===== config.mk =====
export PLATFORM = sky130hd
export DESIGN_NAME = tank_motion
export DESIGN_NICKNAME = d
export VERILOG_FILES = /design/src/rtl/tank_pkg.sv /design/src/rtl/tank_speed_ramp.sv /design/src/rtl/tank_motion.sv
export SDC_FILE = /design/constraint.sdc
export NUM_CORES = 1
export LEC_CHECK = 0
export ABC_AREA = 1
export ABC_CLOCK_PERIOD_IN_PS = 13300
export CAP_MARGIN = 30
export CORE_UTILIZATION = 30
export DETAILED_ROUTE_END_ITERATION = 6
export PLACE_DENSITY = 0.49
export SLEW_MARGIN = 20
export SYNTH_ARGS = -nofsm -noshare
export SYNTH_HDL_FRONTEND = slang
export SYNTH_SLANG_ARGS = --single-unit

===== constraint.sdc =====
create_clock -name frame_clk -period 13.3 [get_ports frame_clk]
set_input_delay 2.66 -clock frame_clk [delete_from_list [all_inputs] [get_ports frame_clk]]
set_output_delay 2.66 -clock frame_clk [all_outputs]
set_load 0.02 [all_outputs]

===== src/rtl/tank_pkg.sv =====
// Shared tank motion types and default HID key codes.
// Used by both player instances of tank_motion.
package tank_pkg;

  typedef enum logic [1:0] {
    DIR_LEFT  = 2'b00,
    DIR_RIGHT = 2'b01,
    DIR_DOWN  = 2'b10,
    DIR_UP    = 2'b11
  } dir_t;

  typedef enum logic [1:0] {
    IDLE,
    RAMP,
    CRUISE
  } motion_state_t;

  localparam logic [7:0] KC_LEFT  = 8'h04;
  localparam logic [7:0] KC_RIGHT = 8'h07;
  localparam logic [7:0] KC_DOWN  = 8'h16;
  localparam logic [7:0] KC_UP    = 8'h1A;

endpackage


===== src/rtl/tank_speed_ramp.sv =====
// Per-frame step generator; the ramp FSM exists only with
// TANK_MOTION_RAMP_EN defined, otherwise full speed at once.
module tank_speed_ramp
  import tank_pkg::*;
#(
  parameter int W           = 10,
  parameter int BASE_STEP   = 1,
  parameter int BOOST_STEP  = 3,
  parameter int RAMP_FRAMES = 4
) (
  input  logic         frame_clk,
  input  logic         Reset,
  input  logic         go,
  input  logic         restart,
  input  logic         speed_upgrade,
  output logic [W-1:0] step_nxt
);

  logic [W-1:0] eff_max;

  assign eff_max = speed_upgrade ? W'(BOOST_STEP)
                                 : W'(BASE_STEP);

`ifdef TANK_MOTION_RAMP_EN
  localparam int CW = (RAMP_FRAMES > 1) ?
                      $clog2(RAMP_FRAMES) : 1;

  motion_state_t state, state_nxt;
  logic [W-1:0]  step_q, inc;
  logic [CW-1:0] cnt_q, cnt_nxt;

  always_ff @(posedge frame_clk or posedge Reset) begin
    if (Reset) begin
      state  <= IDLE;
      step_q <= '0;
      cnt_q  <= '0;
    end else begin
      state  <= state_nxt;
      step_q <= step_nxt;
      cnt_q  <= cnt_nxt;
    end
  end

  always_comb begin
    state_nxt = IDLE;
    step_nxt  = '0;
    cnt_nxt   = '0;
    inc       = step_q;
    if (go) begin
      if (state == IDLE || restart) begin
        step_nxt = W'(1);
      end else if (state == RAMP) begin
        if (cnt_q == CW'(RAMP_FRAMES - 1))
          inc = step_q + W'(1);
        else
          cnt_nxt = cnt_q + CW'(1);
        step_nxt = (inc < eff_max) ? inc : eff_max;
      end else begin
        step_nxt = eff_max;
      end
      state_nxt = (step_nxt >= eff_max) ? CRUISE : RAMP;
      if (state_nxt == CRUISE)
        cnt_nxt = '0;
    end
  end
`else
  logic unused_ok;

  assign unused_ok = ^{frame_clk, Reset, restart};
  assign step_nxt  = go ? eff_max : '0;
`endif

endmodule


===== src/rtl/tank_motion.sv =====
// Per-frame tank mover: key decode, clamp and position regs.
// Speed ramp enabled by defining TANK_MOTION_RAMP_EN.
module tank_motion
  import tank_pkg::*;
#(
  parameter int W           = 10,
  parameter int X_CENTER    = 160,
  parameter int Y_CENTER    = 240,
  parameter int X_MIN       = 1,
  parameter int X_MAX       = 639,
  parameter int Y_MIN       = 1,
  parameter int Y_MAX       = 479,
  parameter int SIZE        = 8,
  parameter int BASE_STEP   = 1,
  parameter int BOOST_STEP  = 3,
  parameter int RAMP_FRAMES = 4,
  parameter logic [7:0] KEY_LEFT  = KC_LEFT,
  parameter logic [7:0] KEY_RIGHT = KC_RIGHT,
  parameter logic [7:0] KEY_DOWN  = KC_DOWN,
  parameter logic [7:0] KEY_UP    = KC_UP
) (
  input  logic         Reset,
  input  logic         frame_clk,
  input  logic [7:0]   keycode,
  input  logic         speed_upgrade,
  input  logic [3:0]   barrier_collision,
  input  logic         freeze,
  input  logic         respawn,
  output logic [W-1:0] BallX,
  output logic [W-1:0] BallY,
  output logic [W-1:0] BallS,
  output logic [1:0]   direction,
  output logic         moving
);

  localparam logic [W:0] X_LO = (W+1)'(X_MIN + SIZE);
  localparam logic [W:0] X_HI = (W+1)'(X_MAX - SIZE);
  localparam logic [W:0] Y_LO = (W+1)'(Y_MIN + SIZE);
  localparam logic [W:0] Y_HI = (W+1)'(Y_MAX - SIZE);

  dir_t         key_dir, dir_q;
  logic         key_ok, blk, horiz, dec;
  logic         at_lim, go, restart;
  logic [W:0]   pos_e, lo, hi, stp_e, up_t;
  logic [W-1:0] step_nxt, new_pos;

  always_comb begin
    key_ok  = 1'b1;
    key_dir = DIR_RIGHT;
    blk     = 1'b0;
    unique case (1'b1)
      keycode == KEY_RIGHT: begin
        key_dir = DIR_RIGHT;
        blk     = barrier_collision[0];
      end
      keycode == KEY_LEFT: begin
        key_dir = DIR_LEFT;
        blk     = barrier_collision[1];
      end
      keycode == KEY_DOWN: begin
        key_dir = DIR_DOWN;
        blk     = barrier_collision[2];
      end
      keycode == KEY_UP: begin
        key_dir = DIR_UP;
        blk     = barrier_collision[3];
      end
      default: key_ok = 1'b0;
    endcase
  end

  assign horiz = (key_dir == DIR_LEFT) ||
                 (key_dir == DIR_RIGHT);
  assign dec   = (key_dir == DIR_LEFT) ||
                 (key_dir == DIR_UP);
  assign pos_e = horiz ? {1'b0, BallX} : {1'b0, BallY};
  assign lo    = horiz ? X_LO : Y_LO;
  assign hi    = horiz ? X_HI : Y_HI;

  assign at_lim  = dec ? (pos_e <= lo) : (pos_e >= hi);
  assign go      = !respawn && !freeze && key_ok &&
                   !blk && !at_lim;
  assign restart = (key_dir != dir_q);

  tank_speed_ramp #(
    .W           (W),
    .BASE_STEP   (BASE_STEP),
    .BOOST_STEP  (BOOST_STEP),
    .RAMP_FRAMES (RAMP_FRAMES)
  ) u_ramp (
    .frame_clk     (frame_clk),
    .Reset         (Reset),
    .go            (go),
    .restart       (restart),
    .speed_upgrade (speed_upgrade),
    .step_nxt      (step_nxt)
  );

  // Extra MSB keeps the sum and lo+step from wrapping.
  assign stp_e = {1'b0, step_nxt};
  assign up_t  = pos_e + stp_e;

  always_comb begin
    if (dec)
      new_pos = W'((pos_e >= lo + stp_e) ?
                   pos_e - stp_e : lo);
    else
      new_pos = W'((up_t > hi) ? hi : up_t);
  end

  always_ff @(posedge frame_clk or posedge Reset) begin
    if (Reset) begin
      BallX  <= W'(X_CENTER);
      BallY  <= W'(Y_CENTER);
      dir_q  <= DIR_RIGHT;
      moving <= 1'b0;
    end else if (respawn) begin
      BallX  <= W'(X_CENTER);
      BallY  <= W'(Y_CENTER);
      dir_q  <= DIR_RIGHT;
      moving <= 1'b0;
    end else if (freeze) begin
      moving <= 1'b0;
    end else begin
      if (key_ok)
        dir_q <= key_dir;
      moving <= go;
      if (go && horiz)
        BallX <= new_pos;
      if (go && !horiz)
        BallY <= new_pos;
    end
  end

  assign direction = dir_q;
  assign BallS     = W'(SIZE);

endmodule

### After elaboration in Yosys (flattened, before gate mapping)

Index checks and enable logic that the tools add are counted.

* bits in registers: 23
* input port bits: 17
* output and inout bits: 33
* word-level logic and storage cells: 61

* add/subtract/negate cells: 3
* $lt $le $gt $ge: 4
* eq/ne operators: 7
* multiplexer cells: 22
* reduce and logical (&&, ||, !) cells: 21

Operators by type and width (count)
* 2-to-1 mux 10 bit: 12
* equality test 8 x 3 -> 1 bit (second input constant): 2
* equality test 8 x 5 -> 1 bit (second input constant): 2
* adder 10 x 10 -> 11 bit: 1
* adder 4 x 10 -> 11 bit (first input constant): 1
* greater-or-equal comparator 10 x 11 -> 1 bit: 1
* > comparator 11 x 10 -> 1 bit: 1
* greater-or-equal comparator 10 bit: 1
* less-or-equal comparator 10 x 4 -> 1 bit (second input constant): 1
* subtractor 10 bit: 1
* 2-to-1 mux 2 bit: 4
* logical AND 1 bit: 6
* case mux 2 bit (3 select lines): 1
* AND reduction 2 bit: 3
* nonzero test 2 bit: 3
* logical NOT 1 bit: 5
* 2-to-1 mux 1 bit: 4
* case mux 1 bit (4 select lines): 1
* OR reduction 4 bit: 1
* equality test 2 x 1 -> 1 bit (second input constant): 1
* equality test 2 bit (second input constant): 1
* logical NOT 2 bit: 1
* logical OR 1 bit: 2
* != test 2 x 1 -> 1 bit (second input constant): 1

### Longest topological paths before layout

Gate-level depths: netlist of the first run.

* depth in word-level cells: 17
* mapped depth: 43
* depth with buffers taken out: 43

### Cells and area by module

Synthesis of the first run repeated with hierarchy kept, for this count alone.

* cells, all modules: 497
* area total of the unflattened synthesis: 3383.2 um^2

By module, submodules not included
* tank_motion: instances 1, cells an instance 485, area an instance 3304.4 um^2, sequential area each 584.3 um^2
* tank_speed_ramp: instances 1, cells an instance 12, area an instance 78.8 um^2, sequential area each 0.0 um^2

### Worst setup path before layout of the first run

No wires, ideal clock.

* kind: input -> register
* start: in keycode[6]
* end: reg BallY[1]
* setup time: 128 ps
* arrival: 7286 ps
* data required time: 13172 ps
* slack: 5886 ps
* stages on the path: 40
* path buffers: 0
* cells stage by stage: inv_1 -> nand2_1 -> nor2_4 -> nand2_2 -> nand2_4 -> inv_1 -> or2_1 -> o21ai_1 -> inv_1 -> ha_1 -> nand2_1 -> nor2_1 -> a21oi_1 -> nand2_1 -> nand2_1 -> nand2_4 -> nor2_1 -> inv_1 -> (+4 left out) -> nand3_1 -> nor2_1 -> xor2_1 -> ha_1 -> nand2_1 -> inv_1 -> nand2_1 -> or3_1 -> nor2_1 -> nand3_1 -> o21ai_1 -> nand2_1 -> nand2_2 -> nand2_2 -> nor2_2 -> nand2_1 -> nand2_1 -> o21ai_0

* cells in the longest elaborated chain, start to end: 17
* elaborated cells on any way between the ends: 39
* those cells by class: add/sub: 3; order compare: 4; eq/ne: 6; mux: 13; reduce/logical: 13

RTL lines
* start, declared: RTL line tank_motion.sv:24 `input logic [7:0] keycode,`
* equality test 8 x 5 -> 1 bit, or another cell as far along: RTL line tank_motion.sv:64 `keycode == KEY_UP: begin`
* case mux 2 bit (3 select lines): RTL line tank_motion.sv:51 `unique case (1'b1)`
* equality test 2 x 1 -> 1 bit or logical NOT 2 bit (tied branches): RTL line tank_motion.sv:73, tank_motion.sv:72, tank_motion.sv:74
* logical OR 1 bit: RTL line tank_motion.sv:72 `assign horiz = (key_dir == DIR_LEFT) ||`
* 2-to-1 mux 10 bit, on equally long branches: RTL line tank_motion.sv:76, tank_motion.sv:78
* greater-or-equal comparator 10 bit or less-or-equal comparator 10 x 4 -> 1 bit (tied branches): RTL line tank_motion.sv:80 `assign at_lim = dec ? (pos_e <= lo) : (pos_e >= hi);`
* 2-to-1 mux 1 bit: RTL line tank_motion.sv:80
* logical NOT 1 bit: RTL line tank_motion.sv:82 `!blk && !at_lim;`
* logical AND 1 bit: RTL line tank_motion.sv:82
* 2-to-1 mux 10 bit: RTL line tank_speed_ramp.sv:70 `assign step_nxt = go ? eff_max : '0;`
* adder 10 x 10 -> 11 bit or adder 4 x 10 -> 11 bit (tied branches): RTL line tank_motion.sv:101, tank_motion.sv:105
* > comparator 11 x 10 -> 1 bit or greater-or-equal comparator 10 x 11 -> 1 bit (tied branches): RTL line tank_motion.sv:108, tank_motion.sv:105
* 2-to-1 mux 10 bit, on equally long branches: RTL line tank_motion.sv:108, tank_motion.sv:105
* 2-to-1 mux 10 bit: RTL line tank_motion.sv:104 `if (dec)`
* 2-to-1 mux 10 bit: RTL line tank_motion.sv:130 `if (go && !horiz)`
* 2-to-1 mux 10 bit: RTL line tank_motion.sv:122 `end else if (freeze) begin`
* 2-to-1 mux 10 bit: RTL line tank_motion.sv:117 `end else if (respawn) begin`
* end signal, assigned: RTL line tank_motion.sv:114 `BallY <= W'(Y_CENTER);`
* end signal, assigned: RTL line tank_motion.sv:119 `BallY <= W'(Y_CENTER);`
* end signal, assigned: RTL line tank_motion.sv:131 `BallY <= new_pos;`
* end, declared: RTL line tank_motion.sv:30 `output logic [W-1:0] BallY,`

Parallel ways exist; a longest one is shown, timed or not. The select of a mux whose other input is x is not followed.
A chain may end at the register's enable or synchronous reset.

### Worst setup path after layout of the first run

* start: in keycode[1]
* end: reg BallX[3]

* cells in the longest elaborated chain, start to end: 17
* elaborated cells on any way between the ends: 38
* those cells by class: add/sub: 3; order compare: 4; eq/ne: 6; mux: 13; reduce/logical: 12

RTL lines
* equality test 8 x 5 -> 1 bit, or another cell as far along: RTL line tank_motion.sv:64
* case mux 2 bit (3 select lines): RTL line tank_motion.sv:51
* equality test 2 x 1 -> 1 bit or logical NOT 2 bit (tied branches): RTL line tank_motion.sv:73, tank_motion.sv:72, tank_motion.sv:74
* logical OR 1 bit: RTL line tank_motion.sv:72
* 2-to-1 mux 10 bit, on equally long branches: RTL line tank_motion.sv:76, tank_motion.sv:78
* greater-or-equal comparator 10 bit or less-or-equal comparator 10 x 4 -> 1 bit (tied branches): RTL line tank_motion.sv:80
* 2-to-1 mux 1 bit: RTL line tank_motion.sv:80
* logical NOT 1 bit: RTL line tank_motion.sv:82
* logical AND 1 bit: RTL line tank_motion.sv:82
* 2-to-1 mux 10 bit: RTL line tank_speed_ramp.sv:70
* adder 10 x 10 -> 11 bit or adder 4 x 10 -> 11 bit (tied branches): RTL line tank_motion.sv:101, tank_motion.sv:105
* > comparator 11 x 10 -> 1 bit or greater-or-equal comparator 10 x 11 -> 1 bit (tied branches): RTL line tank_motion.sv:108, tank_motion.sv:105
* 2-to-1 mux 10 bit, on equally long branches: RTL line tank_motion.sv:108, tank_motion.sv:105
* 2-to-1 mux 10 bit: RTL line tank_motion.sv:104
* 2-to-1 mux 10 bit: RTL line tank_motion.sv:128 `if (go && horiz)`
* 2-to-1 mux 10 bit: RTL line tank_motion.sv:122
* 2-to-1 mux 10 bit: RTL line tank_motion.sv:117
* end signal, assigned: RTL line tank_motion.sv:113 `BallX <= W'(X_CENTER);`
* end signal, assigned: RTL line tank_motion.sv:118 `BallX <= W'(X_CENTER);`
* end signal, assigned: RTL line tank_motion.sv:129 `BallX <= new_pos;`
* end, declared: RTL line tank_motion.sv:29 `output logic [W-1:0] BallX,`

Parallel ways exist; a longest one is shown, timed or not. The select of a mux whose other input is x is not followed.

==> run metrics, run 1 <==
Worst-Margin Slew=0.776 ns; Total Wirelength=6400 um; Pwr Total=0.000165 W; # diodes=0; post-cts sizing count=0; Hold Vio Cnt, Final=0; most frequent cells in the layout=nand2_1 (95), inv_1 (42), clkdlybuf4s50_1 (39), nand3_1 (36), nor2_1 (17); YS warnings=0; vias in the first global route=2169; synthesized instance count=350; Pins Over Slew Limit=0; CTS Sinks=23; worst-case clock buffer depth=2; layout cells sized above 1=15.2%; Final period util=67.0%; worst reg2reg startpoint=BallY[7]$_DFFE_PP1P_; area of the multi-input gates=1550 um^2; asr flop ratio synth=100%; Die W=91.9 um; Rows=32; Cell Pwr Density=57.3 nW/um^2; GP Congestion=0.872; P_leak=1.42 nW; Hold WC Path Type=register to register; Critical Path Source=keycode[1]; area grow syn2layout=19.3%; final setup fails=0; post-synthesis register bit count=23; drc violations=0; die area=8440 um^2; register area=584 um^2; Worst EP required=13.50 ns; DR pass1 iterations=4; final cell count without fillers=489; # Post-CTS Setup Buffers=0; Via Count=2260; IO buf count=39; WL per Instance=13.1 um; wire length on met1=3290 um; Num CTS Buffers=3; hold buffers post-CTS=0; Worst setup SP type=input pin; initial core utilization=31.2%; dpl cells=484; Setup Crit Path Kind=input pin to register; RSZ-0062 raised after global routing=no; met3 WL=244 um; Setup TNS=0 ns; Main synth FF type=dfrtp_1; violation count after the first detailed-route iteration=91; final worst path period need=8.91 ns; Top cell by count, worst path=nand2_1; FILL cells=842; gr ovfl total=0; Die Ht=91.9 um; slowest cell on the critical path=clkdlybuf4s50_1; Final Util=37.2%; antenna violation net count after detailed routing=0; pin count of the biggest net entering global routing=32; CTS tree=yes; Max IR drop VDD=0.0637 mV; fin nets=419; detailed placement HPWL=5100 um; # H-tree levels=1; Setup crit end kind=register; crit-path max cell delay=0.49 ns; initial antenna violation count=0; Clock Latency Late Sink=0.27 ns; skew final=0.00404 ns; Worst Path Max Fanout=31; Total GRT Usage=15.8%; Distinct cells, synth=44; Worst Hold Depth=2; EDFF count, synth=0; Arrival @ worst endpoint=9.11 ns; vias per inst=4.62; max_slew headroom=47.9%; Post-Syn Area=2420 um^2; Max Fclk=112 MHz; clock transition at the registers of the reported paths=0.09 ns; Top Ports=50; Mean Syn Cell Area=6.92 um^2; Core ar.=7770 um^2; reg2reg path depth=33; HP Start=BallY[6]$_DFFE_PP1P_; uppermost layer routed=met4; Root Driver=clkbuf_8; first-pass GRT wire length=10700 um; register area share after synthesis=24.1%; outcome=finished, final reports clean; total of max-cap violations=0; commonest non-fill, non-tap cell in the layout=nand2_1; DR WL met2=2770 um
## Yosys cell counts (2+ instances only)
| library cell | instances | share of area [%] |
|---|---|---|
| inv_1 | 42 | 6.5 |
| buf_6 | 2 | 0.93 |
| buf_4 | 10 | 3.1 |
| o21ai_0 | 15 | 3.1 |
| o21ai_1 | 10 | 2.1 |
| nor3_1 | 2 | 0.41 |
| nand2_1 | 95 | 15 |
| o21ai_2 | 6 | 2.2 |
| fa_1 | 2 | 1.7 |
| nand2_2 | 15 | 3.9 |
| nand4_1 | 3 | 0.77 |
| inv_2 | 5 | 0.77 |
| ha_1 | 12 | 6.2 |
| buf_12 | 2 | 1.7 |
| dfstp_2 | 7 | 7.6 |
| nor2_1 | 17 | 2.6 |
| conb_1 | 2 | 0.31 |
| nor2_2 | 4 | 1.0 |
| dfrtp_1 | 16 | 17 |
| nand3_1 | 36 | 7.4 |
| nand2_4 | 6 | 2.8 |
| o21ai_4 | 2 | 1.3 |
| a21oi_1 | 9 | 1.9 |
| xor2_1 | 8 | 2.9 |
| nor4_1 | 3 | 0.77 |
## registers in the layout, summed over array words and instances, names as in the netlist
register   flops
BallX         10
BallY         10
direction      2
moving         1
## metrics by stage
stage	setup slack (ns)	cell area [um^2]	hold slack, ns
4_1_cts	4.44	2880	0.483
3_5_place_dp	4.18	2830	0.470
2_1_floorplan	5.89	2450	0.505
6_report	4.39	2890	0.481
5_1_grt	3.66	2890	0.500
3_3_place_gp	4.22	2830	0.470
## cell families after synthesis
family / count (synthesis) / share of synthesized area [%]
multiplexers: 1 / 0.465
flip-flops: 23 / 24.1
AND/OR/NAND/NOR: 189 / 37.5
other: 2 / 0.310
AO/OA/AOI/OAI: 50 / 13.5
adder cells (fa/ha/maj): 14 / 7.85
buffers and inverters: 63 / 13.4
XOR/XNOR: 8 / 2.89
## worst max-delay path: cells and delay by family
| kind | cells | cell delay, ns |
|---|---|---|
| AOI/OAI and AO/OA | 6 | 1.12 |
| xor gates and xnor gates | 1 | 0.24 |
| adders and majority gates | 3 | 0.79 |
| buffers and inverters | 5 | 1.08 |
| and+or+nand+nor | 24 | 3.20 |
## where the power goes
part           switching [W]  internal [W]  total (W)
sequential        0.00000281     0.0000740  0.0000768
clock              0.0000241     0.0000210  0.0000450
combinational      0.0000269     0.0000167  0.0000436
## path summary, 6_finish.rpt
kind                                         to  slack (ns)
setup / recovery           BallX[3]$_DFFE_PP0P_        4.39
hold / removal             BallY[6]$_DFFE_PP1P_        0.48
setup reg to reg           BallX[3]$_DFFE_PP0P_        7.92
hold reg to reg            BallY[6]$_DFFE_PP1P_        0.48
max in group asynchronous  BallY[7]$_DFFE_PP1P_       10.23
min in group asynchronous  BallX[2]$_DFFE_PP0P_        2.59
## area by class of cell
| type | instances | area share, % |
|---|---|---|
| Inverter | 48 | 6.28 |
| Tap cell | 102 | 4.42 |
| Clock inverter | 1 | 0.173 |
| Sequential cell | 23 | 20.2 |
| Clock buffer | 3 | 1.43 |
| Timing Repair Buffer | 40 | 14.0 |
| Multi-Input combinational cell | 272 | 53.5 |
## layer usage
metal | vias to the layer above | track usage, %
li1 | 1184 | -
met1 | 1022 | 22.8
met2 | 47 | 25.1
met3 | 7 | 1.16
met5 | - | 0
met4 | 0 | 4.56
No activity file was read; power rests on OpenSTA's default activity.
==> run 2: changes to the inputs <==
ABC_CLOCK_PERIOD_IN_PS = 7600   (was 13300)
PLACE_DENSITY = 0.5   (was 0.49)
clock period = 7.6 ns   (was 13.3 ns; I/O delays follow)
==> run 2 against run 1 <==
Net effect: clock skew is 0.0043 ns higher; die area stayed put; via count is 4.3% higher; final area is 2.0% higher; clock power is 74% higher; cell count is 1.2% higher; sequential cell count stayed put; total power is 76% higher; critical path type unchanged.
==> run metrics, run 2 (synthesized netlist as in run 1, its figures left out) <==
most frequent cells in the layout=nand2_1 (95), inv_1 (41), clkdlybuf4s50_1 (39), nand3_1 (36), dfrtp_1 (16); hold slack=0.482 ns (+0.000568 ns); gr ovfl total=0 (unchanged); Worst setup SP type=input pin; RSZ-0062 raised after global routing=no; first-pass GRT wire length=11500 um (+7.4%); layout cells sized above 1=17.6% (+2.3 points); vias per inst=4.76 (+3.1%); RR Endpoint=BallY[3]$_DFFE_PP0P_; Die Ht=91.9 um (unchanged); drc violations=0 (unchanged); Clk pwr share=27.0% (-0.2 points); Core ar.=7770 um^2 (unchanged); final worst path period need=7.04 ns; die area=8440 um^2 (unchanged); clock transition at the registers of the reported paths=0.09 ns (about the same); total of max-cap violations=0 (unchanged); Total GRT Usage=16.9% (+1.1 points); GP Congestion=0.840 (-3.7%); area grow syn2layout=21.6%; Setup TNS=0 ns (unchanged); Setup crit end kind=register; CTS tree=yes; Top Ports=50 (unchanged); # H-tree levels=1 (unchanged); CTS Sinks=23 (unchanged); Cell Pwr Density=98.8 nW/um^2 (+72%); max_slew headroom=51.9% (+4.0 points); Worst-Margin Slew=0.716 ns (-0.0594 ns); vias in the first global route=2301 (+6.1%); Clock Latency Late Sink=0.27 ns (about the same); fin nets=425 (+1.4%); buffers plus inverters on the worst setup path=7 (+2); Pins Over Slew Limit=0 (unchanged); Num CTS Buffers=3 (unchanged); commonest non-fill, non-tap cell in the layout=nand2_1; # diodes=0 (unchanged); proportion of power drawn by combinational gates=27.0% (+0.6 points); antenna violation net count after detailed routing=0 (unchanged); Hold Vio Cnt, Final=0 (unchanged); hold endpoint=BallY[6]$_DFFE_PP1P_; Setup WS post-layout=0.555 ns (-3.84 ns); final setup fails=0 (unchanged); Die W=91.9 um (unchanged); slowest cell on the critical path=clkdlybuf4s50_1; Final Util=38.0% (+0.74 points); r2r setup slk=2.49 ns (-5.43 ns); Setup Crit Path Kind=input pin to register; FILL cells=837 (-0.59%); worst reg2reg startpoint=BallY[7]$_DFFE_PP1P_; WL per Instance=13.4 um (+2.8%); outcome=finished, final reports clean; Via Count=2358 (+4.3%); Worst Hold Depth=2 (unchanged); DR pass1 iterations=4 (unchanged); worst-case clock buffer depth=2 (unchanged); CP delay by family, top=simple AND/OR/NAND/NOR gates; P_leak=1.45 nW (+2.5%); Hold WC Path Type=register to register; detailed placement HPWL=5310 um (+4.2%); crit-path max cell delay=0.50 ns (about the same); Final period util=92.7%; Sequential Power Share=46.1% (-0.3 points); Root Driver=clkbuf_8; Arrival @ worst endpoint=7.24 ns (-1.87 ns); IO buf count=39 (unchanged); pin count of the biggest net entering global routing=24 (-25%); initial core utilization=31.2% (unchanged); Max Fclk=142 MHz; Top cell by count, worst path=nand2_1; post-place setup slack=0.200 ns (-3.98 ns); Rows=32 (unchanged); reg2reg path depth=34 (+3.0%); hold buffers post-CTS=0 (unchanged); skew final=0.00829 ns (+0.00425 ns); internal power=0.000197 W (+76%); Worst Path Max Fanout=6 (-81%); Max IR drop VDD=0.0864 mV (+36%); violation count after the first detailed-route iteration=133 (+46%); register area=584 um^2 (unchanged); switching part of the total=32.4% (-0.047 points); Worst EP required=7.80 ns (-5.70 ns); initial antenna violation count=0 (unchanged); Total Wirelength=6660 um (+4.1%); Sw Pwr=0.0000944 W (+76%); HP Start=BallY[6]$_DFFE_PP1P_; area of the multi-input gates=1550 um^2 (+0.57%)
[run 2: cell types whose count changed in the layout (fill, tap and decap cells not counted)]
cell / previous run / this run
nor2_2: 4 / 6
buf_6: 0 / 1
inv_1: 42 / 41
o21bai_1: 1 / 0
inv_2: 5 / 6
nor2_1: 17 / 15
buf_4: 0 / 5
o21bai_2: 1 / 2
[run 2: metrics by stage]
stage                     total power (W)  instances  cell area [um^2]
after floorplan                  0.000187        358              2450
after global placement           0.000214        489              2870
after detailed placement         0.000214        489              2870
after CTS                        0.000293        493              2910
after global routing             0.000307        495              2950
final                            0.000291        495              2950
[run 2: what timing repair did]
| action | CTS | global route |
|---|---|---|
| setup endpoints to repair | 0 | 20 |
| buffers inserted | 0 | 1 |
| resized for setup | 0 | 5 |
[run 2: layout make-up]
class / count / share of cell area [%]
Multi-Input combinational cell: 272 / 52.7
Sequential cell: 23 / 19.8
Timing Repair Buffer: 46 / 15.4
Inverter: 48 / 6.15
Tap cell: 102 / 4.33
Clock buffer: 3 / 1.40
Clock inverter: 1 / 0.170
[run 2: worst max path at each step]
| stage | end | slack, ns | from | cells after the start |
|---|---|---|---|---|
| final | BallY[3]$_DFFE_PP0P_ | 0.56 | keycode[1] | 40 |
| after global routing | BallY[3]$_DFFE_PP0P_ | 0.03 | keycode[2] | 39 |
| after CTS | BallY[3]$_DFFE_PP0P_ | 0.46 | keycode[1] | 38 |
| after detailed placement | BallY[3]$_DFFE_PP0P_ | 0.20 | keycode[1] | 38 |
| after global placement | BallX[3]$_DFFE_PP0P_ | 0.15 | keycode[1] | 38 |
| after floorplan | BallY[1]$_DFFE_PP0P_ | 1.33 | keycode[6] | 40 |
[run 2: worst reg2reg max path: cells and delay by family, from the launching register on]
family	cells	cell delay, ns
and+or+nand+nor	19	2.21
adders and majority gates	4	1.11
AOI/OAI and AO/OA	5	0.75
buffers and inverters	5	0.49
DFF	1	0.39
xor gates and xnor gates	1	0.11
[run 2: power by group through the flow]
stage | clock (W) | combinational, W | sequential [W]
6_report | 0.0000785 | 0.0000785 | 0.000134
3_5_place_dp | 0 | 0.0000772 | 0.000136
5_1_grt | 0.0000850 | 0.0000872 | 0.000135
3_3_place_gp | 0 | 0.0000772 | 0.000136
4_1_cts | 0.0000814 | 0.0000776 | 0.000134
2_1_floorplan | 0 | 0.0000461 | 0.000141
[run 2: routing by layer]
metal,GRT usage [%],wire length [um],vias up
met5,0,0,-
met1,24.4,3290,1102
met3,0.995,295,4
li1,-,-,1195
met4,4.04,46,0
met2,27.5,3030,57
